<file path="config.mk">
export PLATFORM = sky130hd
export DESIGN_NAME = bcd_to_bin_seq
export DESIGN_NICKNAME = d
export VERILOG_FILES = /design/src/rtl/bcd_pkg.sv /design/src/rtl/bcd_sub3_adj.sv /design/src/rtl/bcd_to_bin_seq.sv
export SDC_FILE = /design/constraint.sdc
export NUM_CORES = 1
export LEC_CHECK = 0
export CORE_MARGIN = 2
export CORE_UTILIZATION = 50
export DETAILED_ROUTE_END_ITERATION = 10
export GPL_ROUTABILITY_DRIVEN = 0
export PLACE_DENSITY = 0.9
export SLEW_MARGIN = 0
export SYNTH_ARGS = -nofsm -noshare
export SYNTH_HDL_FRONTEND = slang
export SYNTH_SLANG_ARGS = --single-unit
</file>
<file path="constraint.sdc">
create_clock -name clk -period 1.6 [get_ports clk]
set_input_delay 0.16 -clock clk [delete_from_list [all_inputs] [get_ports clk]]
set_output_delay 0.16 -clock clk [all_outputs]
set_load 0.1 [all_outputs]
</file>
<file path="src/rtl/bcd_pkg.sv">
// Shared BCD definitions for the binary<->BCD conversion paths.
//   bcd_digit_t    one packed BCD digit
//   BCD_MAX_DIGIT  largest legal digit value
//   b2b_state_t    state encoding for the BCD-to-binary sequencer
package bcd_pkg;

  typedef logic [3:0] bcd_digit_t;

  localparam bcd_digit_t BCD_MAX_DIGIT = 4'd9;

  typedef enum logic [1:0] {
    IDLE,
    CONVERT,
    DONE
  } b2b_state_t;

endpackage

</file>
<file path="src/rtl/bcd_sub3_adj.sv">
// Reverse double-dabble digit correction: after a right shift, a digit
// of 8 or more had a "ten" shifted into it, so subtract 3.
//   d  in   shifted BCD digit
//   q  out  corrected digit (d >= 8 ? d - 3 : d)
module bcd_sub3_adj
  import bcd_pkg::*;
(
  input  logic [3:0] d,
  output logic [3:0] q
);

  bcd_digit_t d_int;

  assign d_int = d;
  assign q     = (d_int >= 4'd8) ? d_int - 4'd3 : d_int;

endmodule

</file>
<file path="src/rtl/bcd_to_bin_seq.sv">
// Iterative BCD-to-binary converter, one reverse double-dabble shift per clock.
//   clk        in   rising-edge clock
//   rst        in   synchronous active-high reset
//   in_valid   in   bcd_in valid
//   in_ready   out  high only in IDLE
//   bcd_in     in   {digit[N-1],...,digit[0]}, 4 bits each
//   out_valid  out  high only in DONE
//   out_ready  in   downstream accepts result
//   bin_out    out  binary result, held while out_valid
//   err        out  some input digit was > 9 (qualified by out_valid)
module bcd_to_bin_seq
  import bcd_pkg::*;
#(
  parameter int unsigned NDIGITS = 3,
  parameter int unsigned BIN_W   = 10
) (
  input  logic                 clk,
  input  logic                 rst,
  input  logic                 in_valid,
  output logic                 in_ready,
  input  logic [4*NDIGITS-1:0] bcd_in,
  output logic                 out_valid,
  input  logic                 out_ready,
  output logic [BIN_W-1:0]     bin_out,
  output logic                 err
);

  localparam int unsigned DW = 4 * NDIGITS;
  localparam int unsigned CW = (BIN_W > 1) ? $clog2(BIN_W) : 1;

  b2b_state_t      state_q, state_d;
  logic [DW-1:0]   dig_q, dig_d;
  logic [BIN_W-1:0] bin_q, bin_d;
  logic [CW-1:0]   cnt_q, cnt_d;
  logic            err_q, err_d;

  logic [DW+BIN_W-1:0] shifted;
  logic [DW-1:0]       dig_adj;
  logic                bad_digit;

  // Digit 0's LSB drops into the bin MSB; the digit part is then corrected.
  assign shifted = {dig_q, bin_q} >> 1;

  for (genvar g = 0; g < NDIGITS; g++) begin : g_adj
    bcd_sub3_adj u_adj (
      .d (shifted[BIN_W + 4*g +: 4]),
      .q (dig_adj[4*g +: 4])
    );
  end

  always_comb begin
    bad_digit = 1'b0;
    for (int unsigned i = 0; i < NDIGITS; i++) begin
      if (bcd_in[4*i +: 4] > BCD_MAX_DIGIT) bad_digit = 1'b1;
    end
  end

  always_comb begin
    state_d   = state_q;
    dig_d     = dig_q;
    bin_d     = bin_q;
    cnt_d     = cnt_q;
    err_d     = err_q;
    in_ready  = 1'b0;
    out_valid = 1'b0;
    unique case (state_q)
      IDLE: begin
        in_ready = 1'b1;
        if (in_valid) begin
          dig_d = bcd_in;
          bin_d = '0;
          cnt_d = CW'(BIN_W - 1);
          err_d = bad_digit;
          state_d = bad_digit ? DONE : CONVERT;
        end
      end
      CONVERT: begin
        dig_d = dig_adj;
        bin_d = shifted[BIN_W-1:0];
        cnt_d = cnt_q - 1'b1;
        if (cnt_q == '0) state_d = DONE;
      end
      DONE: begin
        out_valid = 1'b1;
        if (out_ready) state_d = IDLE;
      end
      default: state_d = IDLE;
    endcase
  end

  always_ff @(posedge clk) begin
    if (rst) begin
      state_q <= IDLE;
      dig_q   <= '0;
      bin_q   <= '0;
      cnt_q   <= '0;
      err_q   <= 1'b0;
    end else begin
      state_q <= state_d;
      dig_q   <= dig_d;
      bin_q   <= bin_d;
      cnt_q   <= cnt_d;
      err_q   <= err_d;
    end
  end

  assign bin_out = bin_q;
  assign err     = err_q;

endmodule

</file>
Word-level counts from Yosys, hierarchy flattened. Cells that the tools add are included.

Register bits after elaboration: 29. Bits of input ports: 16. Output and inout bits: 13. Word-level logic and storage cells: 45.

Eq/ne operators: 5. Reductions and logical operators: 6. Mux-type cells: 19. Add/subtract/negate cells: 4. $lt $le $gt $ge: 6.

Operator list (number): one-hot mux 12 bit (2 select lines) (1); one-hot mux 10 bit (2 select lines) (1); two-way mux 4 bit (4); > comparator 4 bit, second input constant (3); two-way mux 12 bit (1); two-way mux 10 bit (1); greater-or-equal comparator 4 bit, second input constant (2); two-way mux 2 bit (4); one-hot mux 4 bit (2 select lines) (1); subtractor 4 x 2 -> 4 bit, second input constant (2); inequality test 2 bit, second input constant (3); one-hot mux 2 bit (3 select lines) (1); two-way mux 1 bit (5); greater-or-equal comparator 3 x 4 -> 1 bit, second input constant (1); zero test 4 bit (1); AND reduction 2 bit (2); subtractor 3 x 2 -> 4 bit, second input constant (1); subtractor 4 x 1 -> 4 bit, second input constant (1); AND reduction 3 bit (1); == test 2 x 1 -> 1 bit, second input constant (1); == test 2 bit, second input constant (1); zero test 2 bit (1); nonzero test 2 bit (1).

Longest topological paths before layout.
Depth in word-level cells: 7. Gate-level depth with buffers: 6. Depth with buffers taken out: 6.

By module. A second synthesis with hierarchy kept.

Cells, all modules: 167. Area total of the unflattened synthesis: 1529.0 um2.

Modules (own cells, without submodules): bcd_to_bin_seq (area an instance 1300.0 um2, cells each 134, seq. area each 580.6 um2, instances 1); bcd_sub3_adj (area an instance 76.3 um2, cells each 11, seq. area each 0.0 um2, instances 3).

Worst setup path after synthesis. Ideal clock, no wire load.

Kind: register to register. Start: register state_q[1]. End: register state_q[1]. Required time: 1.522 ns. Setup time: 0.078 ns. Data arrival time: 2.340 ns. Setup slack: -0.818 ns. Buffers on the path: 1. Cell stages (with the launch flop): 6. Clock period less this slack: 2.418 ns. Path through: dfxtp_1 > buf_2 > nor2b_1 > nor2b_1 > o21ai_0 > nor3_1.

Longest elaborated chain between the ends: 3. Elaborated cells between the ends (all ways): 8. Those cells by class: 5 x eq/ne; 1 x mux; 2 x reduce/logical.

RTL lines: start, declared (line bcd_to_bin_seq.sv:31) `b2b_state_t state_q, state_d;`; start signal, assigned (line bcd_to_bin_seq.sv:99) `state_q <= state_d;`; == test 2 x 1 -> 1 bit, or another cell as far along (line bcd_to_bin_seq.sv:66) `unique case (state_q)`; inequality test 2 bit (no source line); AND reduction 3 bit (no source line).

Parallel ways exist; a longest one is shown, timed or not. A chain may end at the register's enable or synchronous reset.

Final worst setup path.
Start: register state_q[1]. End: output port in_ready.

Longest elaborated chain between the ends: 2.

RTL lines: zero test 2 bit (line bcd_to_bin_seq.sv:66); two-way mux 1 bit (line bcd_to_bin_seq.sv:66); end, declared (line bcd_to_bin_seq.sv:20) `output logic in_ready,`.

No other way between the ends.

==> impl_metrics.tcl <==
set metrics [dict create \
    clkLatencyLatePin_ps 340 \
    post_synth_inst_count 178 \
    ys.warnings.count 0 \
    timing.critical_path.from_type "register" \
    drv.max_cap_violation_count 0 \
    antenna_found_initial 0 \
    drt_first_iter_violations 55 \
    num_io_pins 29 \
    routed_wl_mm 3.43 \
    timing_worst_slew_pin_value_ps 478 \
    postSynthNetCount 200 \
    final.hold.worst_slack_ps 487 \
    cp.required_ps 1440 \
    post_route_cells_drive_above_1_share_pct 16.0 \
    hold_buffers 0 \
    globalRouteTotalUtil_pct 22.9 \
    rows 19 \
    vdd_ir_drop_max_v 0.000885 \
    fmaxAchievable_mhz 675 \
    floorplan.die.height_um 57.9 \
    finalClockSkew_ps 9.59 \
    run_status "complete, no violations" \
    fill_cells 191 \
    min_delay_path_class "reg2reg" \
    netlist_area_um2 1450 \
    setup_viol 0 \
    drtAntennaViolNets 0 \
    dp.final_hpwl_mm 2.44 \
    post_cts_buffers 0 \
    antennaDiodeCount 0 \
    synthesis_to_layout_area_growth_pct 38.2 \
    timing.critical_path.cells "buf_4 > nor2_4 > buf_12" \
    cts_root_buf "clkbuf_4" \
    cts_tree "built" \
    bufs_on_longest_clock_path 2 \
    sum_of_negative_setup_slack_ps 0 \
    number_of_gates_resized_after_cts 0 \
    cp_slowest_stage_delay_ps 420 \
    place.detailed.instances 235 \
    wire_length_of_the_first_global_routing_pass_mm 5.75 \
    layout_worst_path_cycle_share_pct 92.7 \
    finish.utilization_pct 72.8 \
    final_nets 233 \
    timing.slew.headroom_pct 68.0 \
    placed_cell_area_um2 1920 \
    first_global_vias 1244 \
    min_period_ps 1480 \
    seq_area_frac_synth_pct 40.0 \
    report.final.hold_viol_count 0 \
    fin_cells 243 \
    setup.worst_path.class "reg2out" \
    stdcell_area_um2 2010 \
    power.density_cell_area_nw_per_um2 929 \
    crit_path_max_fanout 9 \
    rsz0062_at_grt "no" \
    syn_area_per_cell_um2 8.16 \
    drc_errors 0 \
    htree_levels 2 \
    fp.dieArea_um2 3350 \
    crit_arrival_ps 1320 \
    drt-vias-per-instance 5.59 \
    routed_wire_length_per_instance_um 14.1 \
    cts.clk_slew.worst_paths_ps 90 \
    cpMaxStageDelayCell "dfxtp_1" \
    vias 1359 \
    drt_pass1_iterations 4 \
    static-leakage-power_nw 0.780 \
    yosysUniqueCellTypes 31 \
    slew_violations 0 \
    cts-buffers-inserted 5 \
    floorplan.core_area_um2 2760 \
    die-width_um 57.9 \
    postSynthRegisterBits 29 \
    overflow 0 \
    critPathCaptureType "output port" \
    numClockSinks 29 \
    initial_utilization_pct 52.7 \
    place.port_buffers 28 \
    grt_max_degree 30 \
]
[cell usage in the layout (no fill, tap or decap), types with 5 or more instances in the layout]
cell and count:
clkdlybuf4s50_1 15, nor2b_1 6, nand2b_1 6, nor2_1 35, inv_1 6, a22oi_1 13
nand2_1 5, clkbuf_4 5, ha_1 6, a21oi_1 16, buf_12 13, nor3_1 9
buf_4 10, dfxtp_1 29
[flip-flops by register name, indices dropped and copies added (netlist names)]
| register | count |
|---|---|
| dig_q | 12 |
| bin_out | 10 |
| cnt_q | 4 |
| state_q | 2 |
| err | 1 |
[power breakdown]
part	total [mW]	switching [mW]	leakage, nW	internal, mW
clock	0.637	0.264	0.0455	0.373
sequential	0.815	0.0496	0.237	0.765
combinational	0.414	0.232	0.497	0.182
total	1.87	0.546	0.780	1.32
[worst max-delay path, delay by kind of cell (launching register included)]
family | cells | cell delay, ps
flops | 1 | 420
buf+inv | 2 | 400
simple gates | 1 | 170
[stage by stage]
step | setup slack [ps] | power [mW]
final | 118 | 1.87
after global routing | 8.97 | 1.94
after CTS | 121 | 1.86
after detailed placement | 21.1 | 1.24
after global placement | 81.2 | 1.23
after floorplan | 31.7 | 1.09
[layer usage]
layer  GRT usage (%)  share of wire (%)
met1            30.3                 43
met4            11.3                2.5
met3            4.91                3.6
met2            35.4                 51
met5               0                  0
[area by class of cell]
cell class / instances / area [um^2] / share of cell area [%]
Tap cell: 31 / 38.8 / 1.93
Multi-Input combinational cell: 131 / 795 / 39.6
Sequential cell: 29 / 581 / 28.9
Clock buffer: 7 / 55.1 / 2.74
Timing Repair Buffer: 38 / 485 / 24.2
Clock inverter: 1 / 30.0 / 1.50
Inverter: 6 / 22.5 / 1.12
[kinds of logic after synthesis]
logic type	after synthesis	synth area share, %
compound gates	47	21.0
xor+xnor	4	2.41
fa+ha+maj	6	5.17
buf+inv	18	6.37
flops	29	40.0
simple gates	74	25.1
[final timing paths]
check	start	to	slack (ps)	cells past startpoint
max	state_q[1]$_SDFFE_PP0P_	in_ready	120	3
min	cnt_q[2]$_SDFFE_PP0P_	cnt_q[2]$_SDFFE_PP0P_	490	2
max reg2reg	state_q[0]$_SDFFE_PP0P_	bin_out[1]$_SDFFE_PP0P_	120	4
min reg2reg	cnt_q[2]$_SDFFE_PP0P_	cnt_q[2]$_SDFFE_PP0P_	490	2
[cells in the mapped netlist]
| cell | n | share of area (%) |
|---|---|---|
| and3_1 | 1 | 0.43 |
| buf_6 | 2 | 1.6 |
| xor2_1 | 2 | 1.2 |
| inv_1 | 6 | 1.6 |
| a311oi_1 | 2 | 1.2 |
| nor2b_1 | 7 | 3.0 |
| nor3b_4 | 1 | 1.3 |
| xnor2_1 | 2 | 1.2 |
| nand2_1 | 5 | 1.3 |
| o211ai_1 | 4 | 2.1 |
| nand3b_1 | 3 | 1.6 |
| a22oi_1 | 13 | 6.7 |
| a21o_1 | 1 | 0.52 |
| a21oi_1 | 16 | 5.5 |
| and2_0 | 1 | 0.43 |
| nand2b_1 | 6 | 2.6 |
| nor2_1 | 36 | 9.3 |
| clkbuf_1 | 3 | 0.78 |
| nor2b_2 | 1 | 0.60 |
| nand3_1 | 3 | 1.0 |
| a211oi_1 | 3 | 1.6 |
| ha_1 | 6 | 5.2 |
| buf_2 | 5 | 1.7 |
| dfxtp_1 | 29 | 40 |
| nor3_1 | 9 | 3.1 |
| or2_1 | 1 | 0.43 |
| buf_1 | 1 | 0.26 |
| a221oi_1 | 2 | 1.2 |
| buf_4 | 1 | 0.52 |
| o21ai_0 | 4 | 1.4 |
| a31oi_1 | 2 | 0.86 |
Note: power is estimated with default switching activity, not from simulation.
